## config.mk

```make
export PLATFORM = sky130hd
export DESIGN_NAME = branch_unit
export DESIGN_NICKNAME = d
export VERILOG_FILES = /design/src/rtl/branch_unit.sv
export SDC_FILE = /design/constraint.sdc
export NUM_CORES = 1
export LEC_CHECK = 0
export CAP_MARGIN = 15
export CORE_MARGIN = 4
export CORE_UTILIZATION = 55
export DETAILED_ROUTE_END_ITERATION = 16
export GPL_ROUTABILITY_DRIVEN = 0
export MAX_ROUTING_LAYER = met4
export PLACE_DENSITY = 0.87
export SLEW_MARGIN = 20
export SYNTH_ARGS = -nofsm -noshare
export SYNTH_HDL_FRONTEND = slang
export SYNTH_SLANG_ARGS = --single-unit
```

## constraint.sdc

```tcl
create_clock -name clk -period 4.15 [get_ports clk]
set_input_delay 0.415 -clock clk [delete_from_list [all_inputs] [get_ports clk]]
set_output_delay 0.415 -clock clk [all_outputs]
set_load 0.01 [all_outputs]
```

## src/rtl/branch_unit.sv

```systemverilog
// Branch decision unit: resolves the branch condition, registers the outcome
// and mispredict flag, and owns a bimodal predictor of saturating counters
// that is looked up at fetch and trained at resolve.
module branch_unit #(
   parameter int XLEN        = 32,
   parameter int BHT_ENTRIES = 64,
   parameter int CNT_BITS    = 2,
   parameter int STAT_BITS   = 32
) (
   input  logic                 clk,
   input  logic                 rst_n,
   input  logic [XLEN-1:0]      lk_pc,
   output logic                 lk_taken,
   input  logic                 res_valid,
   input  logic [XLEN-1:0]      res_pc,
   input  logic [XLEN-1:0]      res_in1,
   input  logic [XLEN-1:0]      res_in2,
   input  logic [2:0]           res_op,
   input  logic                 res_pred,
   input  logic                 flush,
   output logic                 out_valid,
   output logic                 out_taken,
   output logic                 out_mispredict,
   output logic [STAT_BITS-1:0] stat_branches,
   output logic [STAT_BITS-1:0] stat_mispredicts
);

   localparam int IDX_W = $clog2(BHT_ENTRIES);
   // Weakly not-taken: MSB clear, every lower bit set.
   localparam logic [CNT_BITS-1:0] CNT_INIT = CNT_BITS'((2 ** (CNT_BITS - 1)) - 1);
   localparam logic [CNT_BITS-1:0] CNT_MAX  = '1;

   logic [BHT_ENTRIES-1:0][CNT_BITS-1:0] bht_q, bht_d;
   logic [STAT_BITS-1:0] stat_br_q, stat_br_d;
   logic [STAT_BITS-1:0] stat_mp_q, stat_mp_d;
   logic                 out_valid_q, out_taken_q, out_misp_q;

   logic [IDX_W-1:0]    lk_idx, res_idx;
   logic [CNT_BITS-1:0] lk_cnt, res_cnt;
   logic                cond;
   logic                fire;
   logic                is_cond_br;
   logic                train;
   logic                mispred;

   // PC bits outside the index field never influence the table.
   logic unused_pc_bits;
   assign unused_pc_bits = ^{lk_pc[XLEN-1:IDX_W+2], lk_pc[1:0],
                             res_pc[XLEN-1:IDX_W+2], res_pc[1:0]};

   assign lk_idx   = lk_pc[IDX_W+1:2];
   assign res_idx  = res_pc[IDX_W+1:2];
   assign lk_cnt   = bht_q[lk_idx];
   assign res_cnt  = bht_q[res_idx];
   // Lookup reads the registered table, so a same-cycle update is not bypassed.
   assign lk_taken = lk_cnt[CNT_BITS-1];

   assign fire       = res_valid & ~flush;
   assign is_cond_br = (res_op[2:1] != 2'b01);   // 010/011 are jump/never
   assign train      = fire & is_cond_br;
   assign mispred    = cond ^ res_pred;

   // Branch condition evaluation over the full operand width.
   always_comb begin
      cond = 1'b0;
      case (res_op)
         3'b000: cond = (res_in1 == res_in2);
         3'b001: cond = (res_in1 != res_in2);
         3'b010: cond = 1'b1;
         3'b011: cond = 1'b0;
         3'b100: cond = ($signed(res_in1) <  $signed(res_in2));
         3'b101: cond = ($signed(res_in1) >= $signed(res_in2));
         3'b110: cond = (res_in1 <  res_in2);
         3'b111: cond = (res_in1 >= res_in2);
         default: cond = 1'b0;
      endcase
   end

   // Next-state for predictor training and saturating statistics.
   always_comb begin
      bht_d     = bht_q;
      stat_br_d = stat_br_q;
      stat_mp_d = stat_mp_q;
      if (train) begin
         if (cond) begin
            if (res_cnt != CNT_MAX) bht_d[res_idx] = res_cnt + CNT_BITS'(1);
         end else begin
            if (res_cnt != '0) bht_d[res_idx] = res_cnt - CNT_BITS'(1);
         end
         if (stat_br_q != '1) stat_br_d = stat_br_q + STAT_BITS'(1);
         if (mispred && (stat_mp_q != '1)) stat_mp_d = stat_mp_q + STAT_BITS'(1);
      end
   end

   // State registers; result registers clear whenever nothing is resolved.
   always_ff @(posedge clk or negedge rst_n) begin
      if (!rst_n) begin
         bht_q       <= {BHT_ENTRIES{CNT_INIT}};
         stat_br_q   <= '0;
         stat_mp_q   <= '0;
         out_valid_q <= 1'b0;
         out_taken_q <= 1'b0;
         out_misp_q  <= 1'b0;
      end else begin
         bht_q       <= bht_d;
         stat_br_q   <= stat_br_d;
         stat_mp_q   <= stat_mp_d;
         out_valid_q <= fire;
         out_taken_q <= fire & cond;
         out_misp_q  <= fire & mispred;
      end
   end

   assign out_valid        = out_valid_q;
   assign out_taken        = out_taken_q;
   assign out_mispredict   = out_misp_q;
   assign stat_branches    = stat_br_q;
   assign stat_mispredicts = stat_mp_q;

endmodule

```

# Word-level counts from Yosys, hierarchy flattened

Index checks and enable logic that the tools add are counted.

Bits in registers: 195
Latch bits: 0
RAM bits: 0
Memory bits (read-only): 0
Input port bits: 136
Output and inout port bits: 68
Logic and storage cells: 120
Memories kept: 0

$add $sub $neg: 4
$mul: 0
Divide/modulo/power cells: 0
Order comparisons: 7
Equality and inequality tests: 14
Shift-type cells: 0
Mux-type cells: 12
Bitwise gates (word level): 6
Reductions and logical operators: 8

Operator list:

| kind                    | number |
|---|---|
| $mux W128               | 3 |
| $bwmux W128             | 2 |
| $add A32 B1 Y32 const B | 2 |
| $ge A32 B32 Y1          | 2 |
| $lt A32 B32 Y1          | 2 |
| $ne A32 B32 Y1 const B  | 2 |
| $eq A32 B32 Y1          | 1 |
| $ne A32 B32 Y1          | 1 |
| $bmux W2 S6             | 2 |
| $lt A6 B7 Y1 const B    | 2 |
| $demux W2 S6            | 1 |
| $eq A3 B3 Y1 const B    | 4 |
| $pmux W1 S8             | 1 |
| $eq A3 B2 Y1 const B    | 2 |
| $ge A6 B1 Y1 const B    | 1 |
| $mux W2                 | 3 |
| $and A1 B1 Y1           | 4 |
| $ne A2 B1 Y1 const B    | 2 |
| $reduce_and A2 Y1       | 2 |
| $reduce_bool A2 Y1      | 2 |
| $eq A3 B1 Y1 const B    | 1 |
| $logic_not A3 Y1        | 1 |
| $reduce_and A3 Y1       | 1 |
| $add A2 B1 Y2 const B   | 1 |
| 5 further kinds         | 6 |

# Longest topological paths before layout

Word-level depth: 7
Depth in mapped cells: 23
Mapped depth without buffers: 17

# Least setup slack after synthesis

OpenSTA, ideal clock, no wires.

Kind: input-to-reg
Start point: input res_pc[3]
End point: register bht_q[65] (netlist bit)
Library setup time: 0.101 ns
Data arrival time: 3.978 ns
Data required time: 4.049 ns
Setup slack: 0.071 ns
Cell stages on the path: 18
Buffers on the path: 5
Path through: clkbuf_1 > nand3b_1 > o22ai_1 > or4_1 > o21ai_0 > o22ai_1 > a22oi_1 > o31a_1 > buf_2 > buf_1 > inv_1 > ha_1 > nor4_1 > or2_1 > buf_2 > buf_2 > a21oi_1 > o32ai_1

Word-level cells in the longest chain between the ends: 7
Elaborated cells on any way between the ends: 19
Those cells by class: add/sub: 2; order compare: 2; eq/ne: 2; mux: 9; reduce/logical: 4

RTL lines:

| item                                                  | RTL line | RTL |
|---|---|---|
| from (decl)                                           | 15       | `input logic [XLEN-1:0] res_pc,` |
| branches (longest 7 deep; another with $sub A2 B1 Y2) | n/a      |  |
| to (signal assigned)                                  | 98       | `bht_q <= {BHT_ENTRIES{CNT_INIT}};` |
| to (signal assigned)                                  | 105      | `bht_q <= bht_d;` |
| to (decl)                                             | 33       | `logic [BHT_ENTRIES-1:0][CNT_BITS-1:0] bht_q, bht_d;` |

Several ways; the timed one is not identified. The select of a mux whose other input is x is not followed.
A chain may end at the register's enable or synchronous reset.

==> flow_metrics.env <==
export IMPL_outcome="finished clean"
export IMPL_via_per_inst=6.855
export IMPL_grt_pass1_wl_um=65410
export IMPL_ys_ff_latch=195
export IMPL_crit_type="in2reg"
export IMPL_drv_cap=0
export IMPL_antenna_cells=0
export IMPL_fin_ws_ns=0.1110
export IMPL_cp_cell_sequence="clkdlybuf4s50_1, buf_4, or3b_2, buf_4, buf_4, o22ai_1, nor4_1, buf_4, o31ai_1, a22oi_1, o31a_2, inv_1, ha_1, nand2b_1, nor2_1, o21ai_1, nand4_1, buf_4, buf_4, a31oi_1"
export IMPL_dr_pass1_iters=9
export IMPL_die_height_um=157.6
export IMPL_synth_area_leaders="dfrtp_1 27%, dfstp_2 14%, a21oi_1 7.4%"
export IMPL_ff2ff_setup_slack_ns=0.51
export IMPL_routed_via_count=12550
export IMPL_slowest_stage="or3b_2"
export IMPL_rows=54
export IMPL_total_power_mw=7.001
export IMPL_path_max_fanout=15
export IMPL_first_iter_violations=1706
export IMPL_finalMaxSlewViolations=0
export IMPL_fin_setup_tns_ns=0
export IMPL_antenna_left=0
export IMPL_ys_types=81
export IMPL_syn2layout_area_growth_pct=26.42
export IMPL_yosys_top_cells_count="181 x a21oi_1, 131 x dfrtp_1, 111 x nor2_1"
export IMPL_routedWlPerCell_um=22.24
export IMPL_ys_seq_area_frac=0.4028
export IMPL_power_leakage_nw=6.224
export IMPL_whs_ns=0.09823
export IMPL_crit_path_start_kind="primary input"
export IMPL_stdcell_count=1831
export IMPL_power_density_nw_per_um2=449.8
export IMPL_endpoint_kind="register"
export IMPL_grt_pass1_vias=12760
export IMPL_syn_nets=1522
export IMPL_hp_class="in2async"
export IMPL_synth_edf_count=0
export IMPL_syn_area_per_cell_sq_um=9.120
export IMPL_clk_latency_ns=0.46
export IMPL_grt_use_total=0.3381
export IMPL_synthArstFlopShare=1.000
export IMPL_worst_ep_arrival_time_ns=4.42
export IMPL_die_w_um=157.6
export IMPL_worstMarginPinSlew_ns=1.018
export IMPL_worstSetupStartpoint="res_pc[3]"
export IMPL_numCtsBuffers=17
export IMPL_numClockSinks=195
export IMPL_cts_buffer_depth=2
export IMPL_n_fill_cell=1553
export IMPL_finalCriticalPeriod_ns=4.039
export IMPL_dpl_hpwl_um=28170
export IMPL_critPathMaxStageDelay_ns=0.51
export IMPL_gr_total_overflow=0
export IMPL_seq_area_sq_um=4960
export IMPL_drive_gt1_frac=0.1838
export IMPL_required_ns=4.53
export IMPL_syn_area_sq_um=12310
export IMPL_max_freq_mhz=247.6
export IMPL_fin_crit_sh=0.9733
export IMPL_ir_drop_mv=0.3105
export IMPL_start_util=0.5624
export IMPL_place_ws_ns=-0.3647
export IMPL_fin_worst_skew_ns=0.01442
export IMPL_ys_warn_count=0
export IMPL_final_nets=1710
export IMPL_antenna_found_initial=0
export IMPL_fp_dieArea_sq_um=24840
export IMPL_clk_pin_slew_ns=0.08
export IMPL_core_sq_um=21890
export IMPL_crit_path_frequent_cell="buf_4"
export IMPL_slew_headroom=0.3216
export IMPL_io_buffers=151
export IMPL_synth_top_cell_area_share=0.2663
export IMPL_multi_input_area_sq_um=6754
export IMPL_drt_total_wl_um=40720
export IMPL_syn_inst=1350
export IMPL_yosysMostFrequentCell="a21oi_1"
export IMPL_dp_cells=1797
export IMPL_setup_viol=0
export IMPL_htreeDepth=4
export IMPL_postCtsHoldBufs=0
export IMPL_ios=204
export IMPL_ys_flop_type="dfrtp_1"
export IMPL_grt_max_degree=123
export IMPL_post_route_drc_count=0
export IMPL_cts_tree="built"
export IMPL_cts_root_buf="clkbuf_16"
export IMPL_synth_largest_area_cell="dfrtp_1"
export IMPL_finalHoldViolations=0
==> stage by stage <==
stage	util	cell area (sq um)
after global routing	0.7110	15560
after detailed placement	0.6817	14920
after CTS	0.7092	15520
final	0.7110	15560
after floorplan	-	12310
after global placement	0.6817	14920
==> final timing paths <==
| kind | depth (start not counted) | to |
|---|---|---|
| worst max register to register | 15 | register |
| worst max-delay path | 20 | register |
| worst min register to register | 1 | stat_branches[22] |
| min in group clk | 1 | stat_branches[22] |
| max in group asynchronous | 2 | asynchronous set/reset pin |
| worst min-delay path | 1 | bht_q[39] |
==> power by group <==
group	switching (mW)	internal, mW
Sequential	0.502	2.39
Combinational	1.27	1.13
Clock	0.892	0.820
Total	2.66	4.34
==> layer usage <==
| layer | vias up | wire, um | track usage |
|---|---|---|---|
| met3 | 255 | 4552 | 0.08475 |
| met5 | - | 0 | - |
| met1 | 5910 | 15090 | 0.4243 |
| li1 | 5476 | - | - |
| met2 | 910 | 18610 | 0.5162 |
| met4 | 0 | 2469 | 0.1602 |
==> cell usage in the layout, fill, tap and decap left out, types with 33 or more instances in the layout <==
cell	instances
a21oi_1	181
dfstp_2	64
clkdlybuf4s50_1	150
o32ai_1	63
o31ai_1	34
nand2_1	64
a31oi_1	33
nor2_1	111
inv_1	42
nand3_1	38
dfrtp_1	131
ha_1	35
buf_4	110
o21ai_0	100
xnor2_1	44
==> cell families (layout without fill, tap and decap cells) <==
| logic type | count (synthesis) | in the layout | synth area share |
|---|---|---|---|
| multiplexers | 29 | 29 | 0.04583 |
| AO/OA/AOI/OAI | 534 | 534 | 0.2736 |
| adder cells (fa/ha/maj) | 36 | 36 | 0.03659 |
| flip-flops | 195 | 195 | 0.4028 |
| XOR/XNOR | 62 | 62 | 0.04411 |
| buffers and inverters | 154 | 355 | 0.05244 |
| AND/OR/NAND/NOR | 340 | 340 | 0.1446 |
==> worst max-delay path: cells and delay by family <==
family / cells / cell delay (ns)
fa+ha+maj: 1 / 0.31
simple gates: 5 / 1.14
compound gates: 6 / 0.95
buf+inv: 8 / 1.59
==> layout make-up <==
class | instances | share of cell area
timing repair buffer | 281 | 0.1761
multi-input combinational | 1001 | 0.4339
sequential | 195 | 0.3187
clock buffer | 17 | 0.02733
inverter | 42 | 0.01013
clock inverter | 15 | 0.01133
tap | 280 | 0.02251
==> repair_timing <==
action                     CTS  global route
gates resized for setup      0             4
setup buffers                0             2
setup endpoints to repair    0            72
(Power assumes the default switching activity.)
